### src/rtl/mac_accumulator.sv
// Signed multiply-accumulate reduction: sums cfg_vector_len valid samples, then
// emits one arithmetically-shifted, saturated DATA_WIDTH result with a valid pulse.
module mac_accumulator #(
  parameter int DATA_WIDTH = 16,
  parameter int ACC_WIDTH  = 32,
  parameter int LEN_WIDTH  = 8
) (
  input  logic                  clk,
  input  logic                  rst,
  input  logic [LEN_WIDTH-1:0]  cfg_vector_len,
  input  logic [3:0]            cfg_shift,
  input  logic                  acc_clear,
  input  logic [DATA_WIDTH-1:0] in_tdata,
  input  logic                  in_tvalid,
  output logic [DATA_WIDTH-1:0] out_tdata,
  output logic                  out_tvalid,
  output logic                  out_sat,
  output logic                  busy
);

  typedef enum logic {IDLE, ACCUM} state_t;

  state_t                        state, state_next;
  logic signed [ACC_WIDTH-1:0]   acc, acc_next, sum, shifted, sample_ext;
  logic [LEN_WIDTH-1:0]          count, count_next, len_q, len_next, len_eff;
  logic [3:0]                    shift_q, shift_next, shift_sel;
  logic                          done;
  logic [DATA_WIDTH-1:0]         res;
  logic                          res_sat;
  logic [ACC_WIDTH-DATA_WIDTH:0] hi;

  always_comb begin
    sample_ext = {{(ACC_WIDTH-DATA_WIDTH){in_tdata[DATA_WIDTH-1]}}, in_tdata};
    len_eff    = (cfg_vector_len == '0) ? LEN_WIDTH'(1) : cfg_vector_len;
    state_next = state;
    acc_next   = acc;
    count_next = count;
    len_next   = len_q;
    shift_next = shift_q;
    shift_sel  = shift_q;
    sum        = acc + sample_ext;
    done       = 1'b0;

    if (acc_clear) begin
      state_next = IDLE;
      acc_next   = '0;
      count_next = '0;
    end else if (in_tvalid) begin
      case (state)
        IDLE: begin
          // The first sample uses the live config, which is also latched for the rest of the vector.
          len_next   = len_eff;
          shift_next = cfg_shift;
          shift_sel  = cfg_shift;
          sum        = sample_ext;
          acc_next   = sum;
          count_next = LEN_WIDTH'(1);
          if (len_eff == LEN_WIDTH'(1)) begin
            done       = 1'b1;
            acc_next   = '0;
            count_next = '0;
          end else begin
            state_next = ACCUM;
          end
        end
        ACCUM: begin
          acc_next   = sum;
          count_next = count + LEN_WIDTH'(1);
          if (count + LEN_WIDTH'(1) == len_q) begin
            done       = 1'b1;
            state_next = IDLE;
            acc_next   = '0;
            count_next = '0;
          end
        end
        default: state_next = IDLE;
      endcase
    end

    // Fits in DATA_WIDTH exactly when all bits above the result sign bit match it.
    shifted = sum >>> shift_sel;
    hi      = shifted[ACC_WIDTH-1:DATA_WIDTH-1];
    if (hi == '0 || hi == '1) begin
      res     = shifted[DATA_WIDTH-1:0];
      res_sat = 1'b0;
    end else begin
      res     = shifted[ACC_WIDTH-1] ? {1'b1, {(DATA_WIDTH-1){1'b0}}}
                                     : {1'b0, {(DATA_WIDTH-1){1'b1}}};
      res_sat = 1'b1;
    end
  end

  always_ff @(posedge clk or posedge rst) begin
    if (rst) begin
      state      <= IDLE;
      acc        <= '0;
      count      <= '0;
      len_q      <= '0;
      shift_q    <= '0;
      out_tdata  <= '0;
      out_tvalid <= 1'b0;
      out_sat    <= 1'b0;
      busy       <= 1'b0;
    end else begin
      state      <= state_next;
      acc        <= acc_next;
      count      <= count_next;
      len_q      <= len_next;
      shift_q    <= shift_next;
      out_tvalid <= done;
      out_tdata  <= done ? res : '0;
      out_sat    <= done & res_sat;
      busy       <= (state_next == ACCUM);
    end
  end

endmodule

### config.mk
export PLATFORM = sky130hd
export DESIGN_NAME = mac_accumulator
export DESIGN_NICKNAME = d
export VERILOG_FILES = /design/src/rtl/mac_accumulator.sv
export SDC_FILE = /design/constraint.sdc
export NUM_CORES = 1
export LEC_CHECK = 0
export BUFFER_PORTS_ARGS = -buffer_cell sky130_fd_sc_hd__clkbuf_2
export CORE_MARGIN = 1
export CORE_UTILIZATION = 30
export DETAILED_ROUTE_END_ITERATION = 10
export HOLD_SLACK_MARGIN = 0.02
export PLACE_DENSITY_LB_ADDON = 0.15
export SLEW_MARGIN = 20
export SYNTH_ARGS = -nofsm -noshare
export SYNTH_HDL_FRONTEND = slang
export SYNTH_SLANG_ARGS = --single-unit
### constraint.sdc
create_clock -name clk -period 11.05 [get_ports clk]
set_clock_uncertainty 0.2 [all_clocks]
set_input_delay 1.105 -clock clk [delete_from_list [all_inputs] [get_ports clk]]
set_output_delay 1.105 -clock clk [all_outputs]
set_load 0.05 [all_outputs]
==> impl_summary.md, run 1 <==
Logic synthesis
By instance count, the leading cell after synthesis is sky130_fd_sc_hd__nand2_1. The unique cell type count in the Yosys netlist is a little over 80. The post-synthesis register bit count is 71. The Yosys step of the flow raised 0 warnings.

In this run the cell area of the synthesized design comes to between 0.007 and 0.008 mm². The number of enable-type register cells in the synthesized netlist is 0. The mean area per synthesized cell is between 7 and 8 µm². Yosys attributes the largest share of cell area to sky130_fd_sc_hd__dfrtp_1 (24%), sky130_fd_sc_hd__nand2_1 (8.4%), sky130_fd_sc_hd__ha_1 (5.4%).

The number of instances in the synthesized netlist is roughly 950. The share of the synthesized area in the top cell type is between 20% and 30%. Among all flip-flop cells after synthesis, the most frequent one is sky130_fd_sc_hd__dfrtp_1. The fraction of the yosys area taken by sequential cells is between 20% and 30%. The commonest cells after synthesis are sky130_fd_sc_hd__nand2_1 (166), sky130_fd_sc_hd__nor2_1 (80), sky130_fd_sc_hd__dfrtp_1 (71).

Counting flops with an async set or reset pin after synthesis yields a share of 100.0%. The net count of the mapped netlist is 1012. The biggest area consumer among synthesized cells is sky130_fd_sc_hd__dfrtp_1.

Clocking
The number of post-CTS setup repair buffers is 0. The quantity of hold-fixing buffers added after cts is 0. Counting every sink on the clock net gives just over 70. The longest clock path from root to sink contains 2 buffers. The clock latency at the later pin of the worst-skew pair is 360 ps. The post-cts repair resize count is 0. Buffers inserted during clock tree synthesis total 9. The H-tree was split into 3 levels. After clock tree synthesis, the clock-pin slew on the worst setup and hold paths is 70 ps. The cell sitting at the root of the clock tree is a sky130_fd_sc_hd__clkbuf_16. The CTS tree is built.

Routing
Across all layers, the routed design uses approximately 7000 vias. The post-detailed-route wirelength per cell is around 19 µm. The iteration count of the initial detailed-routing pass is 5. The remaining number of nets flagged by the antenna check after routing is 0. The number of DRC violations after detailed-routing iteration 0 is 551.

The final routed DRC violation total is 0. In the routed layout, each cell is associated on average with a via count of 5.601. For this block, the routed nets add up to 24450 µm of wire.

Floorplan
The total core area is roughly 0.024 mm². Pin placement for this block handled 51 I/O pins. Row generation in the floorplan step produced between 50 and 60 rows. The floorplan die width is 159.2 µm.

The floorplan die area is 0.02534 mm². The die height is around 160 µm. The initial core utilization is roughly 30%.

Timing
Hold is met by 284.2 ps. The transition time at the pin with the least slew margin is 1063 ps. The number of setup violations in the final report is 0. Once routing completed, OpenROAD measured the worst setup slack at between 5000 and 6000 ps. The period utilization is a little over half. Based on the critical path, the design can be clocked at up to between 150 and 200 MHz. Counting I/O delays and the setup requirement, the final critical path takes 5946 ps. Setup repair after global routing left no endpoint under its margin. The accumulated negative setup slack is 0 ps. The normalized max-slew margin is just under 30%. The total count of max-transition violations in the final report came to 0. The final count of hold timing violations is 0.

Layout
The finished layout holds between 1000 and 1500 standard cells, fillers aside. The synthesis-to-layout area growth is 10.92%. At the end of the flow, the number of nets in the layout was 1022.

The number of antenna diodes in the final layout is 0. The utilization after layout is about a third. Cells with a size suffix above 1 make up between 10% and 20% of the layout.

The final instance area is 0.008222 mm².

Hold path
The worst hold path belongs to the class reg -> reg. The hold path depth is 2. The worst hold path begins at acc[15]. The worst hold path terminates at acc[15].

Power
VDD sags by at most around 0.000067 V. Overall power consumption after layout is estimated at 1.286 mW. The ratio of total power to cell area is between 150 and 200 mW/mm². The leakage power figure is 3.488 nW.

Worst setup path
The signal on the critical path passes through clkbuf_2 > ha_1 > nand4_1 > nor2_1 > a22oi_1 > nand3_2 > xnor2_1 > o221ai_1 > a211oi_1 > a32oi_1 > o211ai_1 > nand3_1 > o41ai_4 > buf_8 > a211oi_2. The worst flop-to-flop path endpoint is out_tdata[13]. The setup slack on the worst flop-to-flop path is roughly 5800 ps.

The data required time of the critical path is approximately 11000 ps. The launching element type of the critical path is an input pin. The launch point of the worst reg-to-reg path is state. The path type of the worst setup path is in -> reg. Of all nets on the critical path, the largest fanout is 28. Among all stages on the critical path, the largest delay is contributed by sky130_fd_sc_hd__a211oi_1. Data on the critical path arrives at its endpoint at between 5000 and 6000 ps.

The length in cells of the worst reg-to-reg path is 16. STA classifies the critical path endpoint as a flop. The delay of the slowest cell on the worst path is between 600 and 700 ps.

Place
The placed instances occupy a cell area of ~0.0079 mm². The number of buffers inserted by port buffering is 50. The pre-CTS setup slack is approximately 4800 ps. The placer's final routability congestion estimate is ~0.9.

After detailed placement, the design holds a cell count of 1270. The HPWL reported at the end of detailed placement is ~18000 µm.

Run
The count of max-cap constraint violations is 0.

Global route
The number of antenna violations at the first check in global routing is 0. The global routing usage summed across all routing layers is 19.59%. The via count of the first global-routing pass is just under 7000. The first global-routing pass estimated 39560 µm of wire.

The overall overflow remaining after global route is 0. Entering global routing, the biggest net connects 72 pins.

Status
The run finished with clean final reports.
## flip-flops by register name, indices dropped and copies added, names as in the netlist
| signal | count |
|---|---|
| out_sat | 1 |
| acc | 32 |
| state | 1 |
| out_tvalid | 1 |
| out_tdata | 16 |
| count | 8 |
| shift_q | 4 |
| len_q | 8 |
## metal layers
layer	share of wire [%]	track usage, %	up-vias
met4	1.5	5.376	0
li1	-	-	3534
met1	48	27.58	3463
met3	4.6	2.735	24
met2	46	31.20	182
met5	0	0	-
## cells in the final DEF (no fill, tap or decap), types with 8 or more instances in the layout
cell type	Yosys	routed
sky130_fd_sc_hd__nand4_1	20	20
sky130_fd_sc_hd__mux2i_1	40	40
sky130_fd_sc_hd__o21ai_0	49	49
sky130_fd_sc_hd__and3_1	10	10
sky130_fd_sc_hd__nand2b_1	10	10
sky130_fd_sc_hd__clkbuf_16	0	9
sky130_fd_sc_hd__a22oi_1	10	10
sky130_fd_sc_hd__a21oi_1	62	60
sky130_fd_sc_hd__inv_1	15	14
sky130_fd_sc_hd__buf_4	5	9
sky130_fd_sc_hd__clkbuf_2	0	50
sky130_fd_sc_hd__o21a_1	8	8
sky130_fd_sc_hd__xor2_1	17	17
sky130_fd_sc_hd__ha_1	32	32
sky130_fd_sc_hd__dfrtp_1	71	71
sky130_fd_sc_hd__o21ai_1	19	19
sky130_fd_sc_hd__nand2_1	166	166
sky130_fd_sc_hd__a211oi_2	14	14
sky130_fd_sc_hd__xnor2_1	27	27
sky130_fd_sc_hd__a211oi_1	27	27
sky130_fd_sc_hd__a21oi_2	8	10
sky130_fd_sc_hd__nor2_1	80	78
sky130_fd_sc_hd__a22o_1	12	12
sky130_fd_sc_hd__o211ai_1	18	18
sky130_fd_sc_hd__nor3_1	16	16
sky130_fd_sc_hd__nand3_1	20	20
## logic make-up after synthesis
kind of cell / after synthesis / synth area share [%]
buffers and inverters: 81 / 5.250
xor gates and xnor gates: 46 / 5.638
and+or+nand+nor: 357 / 21.74
muxes: 49 / 7.596
AOI/OAI and AO/OA: 310 / 30.13
adders and majority gates: 33 / 5.672
DFF: 71 / 23.97
## worst max-delay path by stage
stage | startpoint | end | slack (ps) | depth (start not counted)
6_report | in_tdata[15] | out_tdata[13] | 5100 | 15
5_1_grt | in_tdata[15] | out_tdata[12] | 4690 | 15
4_1_cts | in_tdata[15] | out_tdata[13] | 5130 | 15
3_5_place_dp | in_tdata[15] | out_tdata[13] | 4780 | 15
3_3_place_gp | in_tdata[15] | out_tdata[1] | 4500 | 14
2_1_floorplan | in_tdata[0] | out_tdata[10] | 6270 | 16
## area by class of cell
class	instances	area (µm²)
Clock buffer	9	225.2
Clock inverter	7	127.6
Fill cell	2645	16030
Inverter	19	72.57
Multi-Input combinational cell	795	5270
Sequential cell	71	1777
Tap cell	324	405.4
Timing Repair Buffer	61	344.1
## where the power goes
| part | leakage [nW] | switching, mW | internal, mW |
|---|---|---|---|
| combinational | 2.37 | 0.413 | 0.220 |
| clock | 0.172 | 0.137 | 0.224 |
| sequential | 0.946 | 0.0132 | 0.279 |
## worst max-delay path: cells and delay by family
kind | cells | cell delay, ps
simple gates | 4 | 740
buf+inv | 2 | 800
xor+xnor | 1 | 490
compound gates | 7 | 2280
fa+ha+maj | 1 | 480
Power figures use the tool's default switching activity.
==> run 2: changes to the inputs <==
- clock period: 11.05 -> 6.1 ns (I/O delays scaled with it)
==> impl_summary.md, run 2 (same netlist as run 1, synthesis figures left out) <==
Status
The flow ran to the end, and the final reports show no timing, DRC or antenna violations.

Hold path
The tightest min-delay check is of the in -> async type.

Clocking
The CTS tree is built. The post-CTS clock slew at the launch and capture registers of the worst setup and hold paths is 70 ps (about the same). The number of clock sinks seen by CTS is 71 (unchanged). The post-cts repair resize count is 0 (unchanged). The number of post-CTS setup repair buffers is 0 (unchanged). The maximum clock path buffer count is 2 (unchanged).

The root cell of the clock tree is sky130_fd_sc_hd__clkbuf_16. The number of buffers created by CTS is 9 (unchanged). The depth of the CTS H-tree is 3 (unchanged).

The clock latency at the later pin of the worst-skew pair was 350 ps (about the same). The quantity of hold-fixing buffers added after cts is 0 (unchanged).

Power
The clock share of power is 24.2% (-3.9 points). The logic gate share of total power was 52.1% (+2.9 points). The leakage power figure was 3.489 nW (about the same).

The switching part of the total is 46.45% (+2.6 points). The reported net switching power is 1.039 mW (+84%). The ratio of total power to cell area came to 272.7 mW/mm² (+74%). The internal power is 1.198 mW (+66%). The worst ir drop on vdd was 0.0001424 V (+110%). The total power is 2.236 mW (+74%). The relative contribution of sequential cells to total power is 23.7% (+1.0 points).

Routing
The remaining number of nets flagged by the antenna check after routing is 0 (unchanged). The via total after detailed routing was 7245 (+0.58%). The average via count per standard cell is 5.599 (about the same). The final routed DRC violation total came to 0 (unchanged).

The post-detailed-route wirelength per cell was 19.51 µm (+2.6%). The iteration count of the initial detailed-routing pass is 5 (unchanged). The number of DRC violations after detailed-routing iteration 0 is 582 (+5.6%). The final routed wirelength across all metal layers is 25250 µm (+3.3%).

Timing
The normalized max-slew margin came to 30.16% (+1.2 points). The accumulated negative setup slack is 0 ps (unchanged). The total count of max-transition violations in the final report is 0 (unchanged).

The worst setup slack after layout was 980.7 ps (-4123 ps). The period utilization is 83.92%. Setup repair after global routing left no endpoint under its margin. The final count of hold timing violations is 0 (unchanged).

The routed design could run at a clock period as short as 5119 ps. The transition time at the pin with the least slew margin is 1048 ps (-15.53 ps). The highest clock rate is between 150 and 200 MHz. The number of setup violations in the final report is 0 (unchanged).

Floorplan
The total core area was 0.02425 mm² (unchanged). The initial core utilization is 30.57% (unchanged). The floorplan die area is 0.02534 mm² (unchanged). The floorplan die width is 159.2 µm (unchanged).

The number of top-level design ports is 51 (unchanged). The die height was 159.2 µm (unchanged). The number of rows created at floorplan is 57 (unchanged).

Global route
The number of antenna violations at the first check in global routing is 0 (unchanged). The global-route wire length before repair came to 40620 µm (+2.7%). The overall overflow remaining after global route is 0 (unchanged). The via count of the first global-routing pass came to 7044 (+1.9%). The largest net degree at the start of global routing is 72 (unchanged). The global routing usage summed across all routing layers is 20.27% (+0.69 points).

Run
The count of max-cap constraint violations is 0 (unchanged).

Worst setup path
The maximum fanout encountered on the critical timing path is 16 (-43%). The launch point of the worst reg-to-reg path is acc[7]. The worst flop-to-flop path endpoint is out_tdata[2]. The setup slack on the worst flop-to-flop path came to 1140 ps (-4610 ps). The critical path in this run is classified as in -> reg.

The length in cells of the worst reg-to-reg path came to 14 (-2). STA classifies the critical path startpoint as an input pin. The arrival time at the worst endpoint is 5100 ps (-820 ps). The data required time of the critical path was 6080 ps (-4950 ps). The kind of end point of the critical path is a flop.

Layout
In the final layout, the registers with the most flip-flops are acc: 32 flops, out_tdata: 16 flops. The net total in the final layout came to 1030 (+0.78%). The ratio of cells with drive above 1 in the final layout is 14.74% (+0.61 points). The most common cell after layout, fill and taps aside is sky130_fd_sc_hd__nand2_1.

The number of flip-flops under the largest register name is 32 (unchanged). The diode insertion count for antenna repair is 0 (unchanged). The largest register by flop count is acc. Relative to the synthesized area, the layout overhead comes to 10.63%. The filler cell count in the final layout came to 2645 (unchanged). The number of non-filler instances in the completed layout came to 1294 (+0.62%). The library cells used most frequently in the layout, excluding fill and tap cells, are sky130_fd_sc_hd__nand2_1 (166), sky130_fd_sc_hd__nor2_1 (79), sky130_fd_sc_hd__dfrtp_1 (71).

Place
The HPWL reported at the end of detailed placement is 18950 µm (+2.6%). The placed cell count is 1278 (+0.63%). The number of buffers inserted by port buffering is 50 (unchanged). The pre-CTS setup slack is 665.9 ps (-4116 ps).

The placer's final routability congestion estimate is 0.8904 (-2.6%).
-- run 2: changes by cell type in the layout (fill, tap and decap cells not counted) --
cell	previous run	this run
sky130_fd_sc_hd__buf_4	9	18
sky130_fd_sc_hd__buf_8	1	0
sky130_fd_sc_hd__bufinv_16	3	0
sky130_fd_sc_hd__clkbuf_8	0	1
sky130_fd_sc_hd__clkinv_2	1	3
sky130_fd_sc_hd__clkinv_4	2	0
sky130_fd_sc_hd__clkinvlp_4	0	2
sky130_fd_sc_hd__inv_6	1	2
sky130_fd_sc_hd__inv_8	1	0
sky130_fd_sc_hd__nor2_1	78	79
sky130_fd_sc_hd__nor2_2	1	0
-- run 2: layout make-up --
type | instances | area (µm²) | area share (%)
multi-input combinational | 795 | 5268 | 64.24
sequential | 71 | 1777 | 21.67
tap | 324 | 405.4 | 4.944
timing repair buffer | 69 | 396.6 | 4.837
clock buffer | 10 | 239.0 | 2.914
inverter | 19 | 72.57 | 0.8850
clock inverter | 6 | 42.54 | 0.5188
-- run 2: worst max path at each step --
| stage | end | cells past startpoint | from | slack [ps] |
|---|---|---|---|---|
| 6_report | out_tdata[2] | 15 | in_tdata[15] | 980 |
| 5_1_grt | out_tdata[0] | 16 | in_tdata[15] | 740 |
| 4_1_cts | out_tdata[2] | 15 | in_tdata[15] | 1020 |
| 3_5_place_dp | out_tdata[2] | 15 | in_tdata[15] | 670 |
| 3_3_place_gp | out_tdata[1] | 15 | in_tdata[15] | 550 |
| 2_1_floorplan | out_tdata[10] | 16 | in_tdata[0] | 1820 |
-- run 2: routing by layer --
layer / wire [µm] / vias to the layer above / track usage (%)
met4: 367 / 0 / 4.895
met1: 12410 / 3487 / 29.21
met5: 0 / - / 0
li1: - / 3539 / -
met2: 11470 / 196 / 32.08
met3: 998 / 23 / 2.449
-- run 2: worst max-delay path, cell delays in order --
cell                       delay, ps
sky130_fd_sc_hd__clkbuf_2        230
sky130_fd_sc_hd__ha_1            530
sky130_fd_sc_hd__nand4_1         300
sky130_fd_sc_hd__nor2_1           80
sky130_fd_sc_hd__a22oi_1         430
sky130_fd_sc_hd__nand3_2         220
sky130_fd_sc_hd__xnor2_1         570
sky130_fd_sc_hd__o221ai_1        220
sky130_fd_sc_hd__a211oi_1        710
sky130_fd_sc_hd__a32oi_1         130
sky130_fd_sc_hd__o211ai_1        170
sky130_fd_sc_hd__nand3_1         170
sky130_fd_sc_hd__o41ai_4         290
sky130_fd_sc_hd__buf_4           300
sky130_fd_sc_hd__a211oi_1        110
-- run 2: power by group through the flow --
stage                     Clock (mW)  Combinational, mW  Sequential (mW)
after detailed placement           0               1.15            0.540
final                          0.541               1.16            0.530
after floorplan                    0              0.863            0.536
after CTS                      0.551               1.16            0.531
after global routing           0.570               1.28            0.535
after global placement             0               1.16            0.539
-- run 2: stage by stage --
stage                     instance area (µm²)  util [%]  hold WS [ps]
after floorplan                          7412         -         242.8
after CTS                                8197     33.80         255.2
after global routing                     8200     33.82         264.0
after global placement                   7915     32.64         257.9
after detailed placement                 7915     32.64         274.9
final                                    8200     33.82         219.7
